$ cat config.mk
export PLATFORM = sky130hd
export DESIGN_NAME = add_sub_result_stage
export DESIGN_NICKNAME = d
export VERILOG_FILES = /design/src/rtl/add_sub_result_stage.sv
export SDC_FILE = /design/constraint.sdc
export NUM_CORES = 1
export LEC_CHECK = 0
export ABC_AREA = 1
export CORE_MARGIN = 1.5
export CORE_UTILIZATION = 65
export DETAILED_ROUTE_END_ITERATION = 7
export DONT_BUFFER_PORTS = 1
export GPL_TIMING_DRIVEN = 0
export PLACE_DENSITY = 0.93
export SLEW_MARGIN = 20
export SYNTH_ARGS = -nofsm -noshare
export SYNTH_HDL_FRONTEND = slang
export SYNTH_SLANG_ARGS = --single-unit
$ cat constraint.sdc
create_clock -name clk -period 4.71 [get_ports clk]
set_input_delay 0.7065 -clock clk [delete_from_list [all_inputs] [get_ports clk]]
set_output_delay 0.7065 -clock clk [all_outputs]
set_load 0.02 [all_outputs]
$ cat src/rtl/add_sub_result_stage.sv
// Registered capture stage for the 4-bit adder/subtractor: derives ALU flags,
// buffers results in a small FIFO with valid/ready handshakes, keeps op/overflow statistics.
//
// state       | meaning
// OCC_EMPTY   | count == 0, no head entry, out_valid low
// OCC_PARTIAL | 0 < count < DEPTH, push and pop both possible
// OCC_FULL    | count == DEPTH, in_ready low, in_valid ignored
module add_sub_result_stage #(
  parameter int DEPTH = 2,
  parameter int CNT_W = 8
) (
  input  logic             clk,
  input  logic             rst_n,
  input  logic             in_valid,
  output logic             in_ready,
  input  logic [4:0]       sum_in,
  input  logic             a_msb,
  input  logic             b_msb,
  input  logic             mode_in,
  output logic             out_valid,
  input  logic             out_ready,
  output logic [3:0]       result,
  output logic             flag_z,
  output logic             flag_n,
  output logic             flag_c,
  output logic             flag_v,
  output logic             flag_sub,
  output logic [CNT_W-1:0] op_count,
  output logic [CNT_W-1:0] ovf_count
);

  localparam int PTR_W  = $clog2(DEPTH);
  localparam int OCC_W  = PTR_W + 1;
  localparam logic [PTR_W-1:0] LAST_PTR = PTR_W'(DEPTH - 1);
  localparam logic [OCC_W-1:0] FULL_CNT = OCC_W'(DEPTH);
  localparam logic [OCC_W-1:0] ONE_CNT  = OCC_W'(1);

  typedef enum logic [1:0] {
    OCC_EMPTY,
    OCC_PARTIAL,
    OCC_FULL
  } occ_t;

  // entry layout: {sub, v, c, n, z, sum[3:0]}
  logic [8:0]       r_mem [DEPTH];
  logic [8:0]       r_head;
  logic [PTR_W-1:0] r_wr_ptr;
  logic [PTR_W-1:0] r_rd_ptr;
  logic [OCC_W-1:0] r_count;
  logic [CNT_W-1:0] r_op_count;
  logic [CNT_W-1:0] r_ovf_count;

  occ_t             w_occ;
  logic             w_push;
  logic             w_pop;
  logic             w_z;
  logic             w_c;
  logic             w_v;
  logic [8:0]       w_entry;
  logic [8:0]       w_head_nxt;
  logic [PTR_W-1:0] w_wr_ptr_nxt;
  logic [PTR_W-1:0] w_rd_ptr_nxt;
  logic [OCC_W-1:0] w_count_nxt;

  always_comb begin
    w_occ = OCC_PARTIAL;
    if (r_count == '0) begin
      w_occ = OCC_EMPTY;
    end else if (r_count == FULL_CNT) begin
      w_occ = OCC_FULL;
    end
  end

  assign in_ready  = (w_occ != OCC_FULL);
  assign out_valid = (w_occ != OCC_EMPTY);
  assign w_push    = in_valid && in_ready;
  assign w_pop     = out_valid && out_ready;

  assign w_z = (sum_in[3:0] == 4'd0);
  assign w_c = sum_in[4] ^ mode_in;
  // signed overflow: operands effectively share sign (add) or differ (sub) and result sign flips
  assign w_v = (mode_in ? (a_msb != b_msb) : (a_msb == b_msb)) && (sum_in[3] != a_msb);
  assign w_entry = {mode_in, w_v, w_c, sum_in[3], w_z, sum_in[3:0]};

  assign w_wr_ptr_nxt = (r_wr_ptr == LAST_PTR) ? '0 : r_wr_ptr + 1'b1;
  assign w_rd_ptr_nxt = (r_rd_ptr == LAST_PTR) ? '0 : r_rd_ptr + 1'b1;

  always_comb begin
    w_count_nxt = r_count;
    case ({w_push, w_pop})
      2'b10:   w_count_nxt = r_count + ONE_CNT;
      2'b01:   w_count_nxt = r_count - ONE_CNT;
      default: w_count_nxt = r_count;
    endcase
  end

  // The head register mirrors the oldest entry and simply holds once the FIFO drains.
  always_comb begin
    w_head_nxt = r_head;
    if (w_push && ((r_count == '0) || (w_pop && (r_count == ONE_CNT)))) begin
      w_head_nxt = w_entry;
    end else if (w_pop && (r_count > ONE_CNT)) begin
      w_head_nxt = r_mem[w_rd_ptr_nxt];
    end
  end

  always_ff @(posedge clk) begin
    if (w_push) begin
      r_mem[r_wr_ptr] <= w_entry;
    end
  end

  always_ff @(posedge clk or negedge rst_n) begin
    if (!rst_n) begin
      r_wr_ptr <= '0;
      r_rd_ptr <= '0;
      r_count  <= '0;
      r_head   <= '0;
    end else begin
      r_count <= w_count_nxt;
      r_head  <= w_head_nxt;
      if (w_push) begin
        r_wr_ptr <= w_wr_ptr_nxt;
      end
      if (w_pop) begin
        r_rd_ptr <= w_rd_ptr_nxt;
      end
    end
  end

  always_ff @(posedge clk or negedge rst_n) begin
    if (!rst_n) begin
      r_op_count  <= '0;
      r_ovf_count <= '0;
    end else if (w_push) begin
      r_op_count <= r_op_count + 1'b1;
      if (w_v && (r_ovf_count != '1)) begin
        r_ovf_count <= r_ovf_count + 1'b1;
      end
    end
  end

  assign result    = r_head[3:0];
  assign flag_z    = r_head[4];
  assign flag_n    = r_head[5];
  assign flag_c    = r_head[6];
  assign flag_v    = r_head[7];
  assign flag_sub  = r_head[8];
  assign op_count  = r_op_count;
  assign ovf_count = r_ovf_count;

endmodule

==> PnR_summary.wiki <==
{| class="wikitable"
! Metric !! Value
|-
| Run status || complete, no violations
|-
| CTS tree || built
|-
| Remaining antenna violation count || 0
|-
| Die outline area || 3782 µm²
|-
| CP Launch Type || flop
|-
| Width of the chip || 61.50 µm
|-
| Final max-slew violation count || 0
|-
| Startpoint-to-endpoint class of the critical path || flop to flop
|-
| Clock Skew || 17.48 ps
|-
| Number of cells on the worst reg-to-reg path || 5
|-
| Power per cell area || 633.5 nW/µm²
|-
| Drc violations || 0
|-
| Proportion of synthesized chip area in sequential cells || 0.5309
|-
| Final critical-path required period || 2008 ps
|-
| Clock input transition at the sequential cells of the worst setup and hold paths || 130 ps
|-
| Final core utilization || 0.7279
|-
| Capture instance of the worst register-to-register path || r_mem[0][4]
|-
| 1st-pass router iterations || 4
|-
| Max Cap Violations || 0
|-
| Maximum vdd drop || 0.0003191 V
|-
| Portion of the clock cycle consumed by the worst path in the final layout || 0.4262
|-
| Largest net degree at the start of global routing || 29
|-
| Worst Max-Slew Pin Slew || 721.1 ps
|-
| TritonCTS buffer count || 5
|-
| Top Ports || 39
|-
| Vias || 1,662
|-
| Worst Hold Class || input port to async pin
|-
| Leak Pwr || 1.268 nW
|-
| M3 GR Usage || 0.08193
|-
| Placement row count || 21
|-
| Total global-route track usage || 0.2408
|-
| Total cell area at the placement stage || 2282 µm²
|-
| Core area || 3311 µm²
|-
| Crit path arrival time || 2000 ps
|-
| Post-placement worst setup slack || 2700 ps
|-
| Fraction of final layout cells with drive strength greater than 1 || 0.07778
|-
| Layout Nets || 288
|-
| Setup WS post-layout || 2702 ps
|-
| Vertical extent of the die || 61.50 µm
|-
| Area Growth Syn to Fin || 8.324%
|-
| Initial Util || 0.6720
|-
| Source-to-sink clock delay at the later pin of the worst-skew pair || 360 ps
|-
| Synth Cell Area || 2225 µm²
|-
| Register-to-Register Setup Slack || 2700 ps
|-
| Finished Cell Area || 2410 µm²
|-
| Drt wl/cell || 13.34 µm
|-
| CTS hold repair buffers || 0
|-
| Met2 routing resource usage after global routing || 0.4090
|-
| Syn Inst Count || 261
|-
| H-tree levels || 2
|-
| Post-detailed-route via-to-cell ratio || 5.259
|-
| Number of port buffers || 0
|-
| Clock root buffer || sky130_fd_sc_hd__clkbuf_4
|-
| Yosys warnings || 0
|-
| Global placement routability congestion || 0.8615
|-
| Buffers inserted during post-CTS setup optimization || 0
|-
| Fin cells || 316
|-
| Placed wire-length estimate after detailed placement || 3.006 mm
|-
| Endpoint required time on the critical path || 4710 ps
|-
| Initial detailed-routing violation count || 128
|-
| Final Hold Viols || 0
|-
| Total of endpoints with negative setup slack in the final report || 0
|-
| Wirelength, routed || 4.214 mm
|-
| CP max FO || 8
|-
| Final TNS setup || 0 ps
|-
| Clock Sinks || 44
|-
| Total congestion overflow || 0
|-
| CTS-repair resized insts || 0
|-
| Most used routing layer || met2
|-
| Highest clock rate || 498.1 MHz
|-
| Number of synthesized register bits || 44
|-
| Post-Syn Area per Cell || 8.524 µm²
|-
| Total area of sequential cells || 1181 µm²
|-
| Combined area of the multi-input logic cells || 899.6 µm²
|-
| Cell total after placement || 307
|-
| Source of the worst register-to-register timing path || r_count[0]
|-
| GR Layer Usage met1 || 0.2853
|-
| Number of global-route vias before repair || 1,532
|-
| Number of nets in the synthesized netlist || 280
|-
| Clock buffer depth || 2
|-
| Normalized max-slew margin || 0.5175
|-
| Number of antenna violations at the first check in global routing || 0
|-
| Unique cell type count in the Yosys netlist || 20
|-
| Ant diodes || 0
|-
| Global-route wire length before repair || 6.534 mm
|-
| Total of fill cells in the finished design || 245
|-
| Setup repair after global routing missed its margin || false
|-
| Critical Path End Type || flop
|}
## report_power, final
group,switching [mW],leakage [nW],internal [mW]
registers,0.203,0.499,0.533
clock network,0.125,0.0618,0.176
logic,0.316,0.707,0.173
## metal layers
layer	part of all wire	vias to the layer above
met5	0	-
met4	0.012	0
met3	0.088	6
met2	0.51	66
met1	0.39	766
li1	-	824
## state kept, by name, summed over array words and instances, names as in the netlist
| register | flops |
|---|---|
| r_head | 8 |
| r_rd_ptr | 1 |
| r_count | 2 |
| ovf_count | 8 |
| r_mem | 16 |
| op_count | 8 |
| r_wr_ptr | 1 |
## per-stage QoR
step	total power, mW	hold slack, ps
after CTS	1.529	16.44
after floorplan	1.120	410.9
after global placement	1.202	411.5
after global routing	1.649	1.705
final	1.527	23.05
after detailed placement	1.232	411.5
## synthesized netlist by cell type
library cell | number | area [µm²]
sky130_fd_sc_hd__buf_2 | 1 | 5.000
sky130_fd_sc_hd__o21ai_0 | 1 | 5.000
sky130_fd_sc_hd__nand2_1 | 125 | 469.2
sky130_fd_sc_hd__xnor2_1 | 6 | 52.55
sky130_fd_sc_hd__edfxtp_1 | 16 | 480.5
sky130_fd_sc_hd__nand4_1 | 6 | 37.54
sky130_fd_sc_hd__nor2_4 | 3 | 33.78
sky130_fd_sc_hd__nand3b_1 | 2 | 15.01
sky130_fd_sc_hd__buf_4 | 2 | 15.01
sky130_fd_sc_hd__nor2_1 | 6 | 22.52
sky130_fd_sc_hd__nor2_2 | 2 | 12.51
sky130_fd_sc_hd__inv_2 | 3 | 11.26
sky130_fd_sc_hd__ha_1 | 7 | 87.58
sky130_fd_sc_hd__clkinv_1 | 1 | 3.750
sky130_fd_sc_hd__a21oi_4 | 1 | 16.27
sky130_fd_sc_hd__inv_1 | 29 | 108.9
sky130_fd_sc_hd__nand3_1 | 14 | 70.07
sky130_fd_sc_hd__dfrtp_1 | 28 | 700.7
sky130_fd_sc_hd__nor3_4 | 1 | 16.27
sky130_fd_sc_hd__xor2_1 | 7 | 61.31
## worst max-delay path: stages (launching register included)
cell and delay, ps:
sky130_fd_sc_hd__dfrtp_1 400, sky130_fd_sc_hd__inv_1 100, sky130_fd_sc_hd__ha_1 250, sky130_fd_sc_hd__nor2_4 230, sky130_fd_sc_hd__inv_2 110, sky130_fd_sc_hd__nor2_1 570
## cell type report
type / instances / share of cell area
buffer: 3 / 0.008307
clock buffer: 7 / 0.03634
clock inverter: 1 / 0.01246
inverter: 33 / 0.05140
multi-input combinational: 181 / 0.3733
sequential: 44 / 0.4901
tap: 46 / 0.02388
timing repair buffer: 1 / 0.004154
## worst max path at each step
stage	startpoint	to	slack, ps	cells after the start
3_5_place_dp	in_valid	r_mem[0][2]	2700	4
2_1_floorplan	in_valid	r_mem[1][0]	2970	4
6_report	r_count[0]	r_mem[0][4]	2700	5
3_3_place_gp	in_valid	r_mem[1][0]	2740	4
5_1_grt	r_count[0]	r_mem[0][1]	2540	5
4_1_cts	r_count[0]	r_mem[0][4]	2690	5
## logic make-up after synthesis
logic type,count (synthesis),share of synthesized area
simple gates,159,0.3043
compound gates,2,0.009561
xor+xnor,13,0.05118
buf+inv,36,0.06467
fa+ha+maj,7,0.03937
flops,44,0.5309
## cells in the final DEF, fill, tap and decap left out, types with 5 or more instances in the layout
cell type / Yosys / layout
sky130_fd_sc_hd__clkbuf_4: 0 / 5
sky130_fd_sc_hd__dfrtp_1: 28 / 28
sky130_fd_sc_hd__edfxtp_1: 16 / 16
sky130_fd_sc_hd__ha_1: 7 / 7
sky130_fd_sc_hd__inv_1: 29 / 29
sky130_fd_sc_hd__nand2_1: 125 / 125
sky130_fd_sc_hd__nand3_1: 14 / 14
sky130_fd_sc_hd__nand4_1: 6 / 6
sky130_fd_sc_hd__nor2_1: 6 / 6
sky130_fd_sc_hd__xnor2_1: 6 / 6
sky130_fd_sc_hd__xor2_1: 7 / 7
Power figures use the tool's default switching activity.
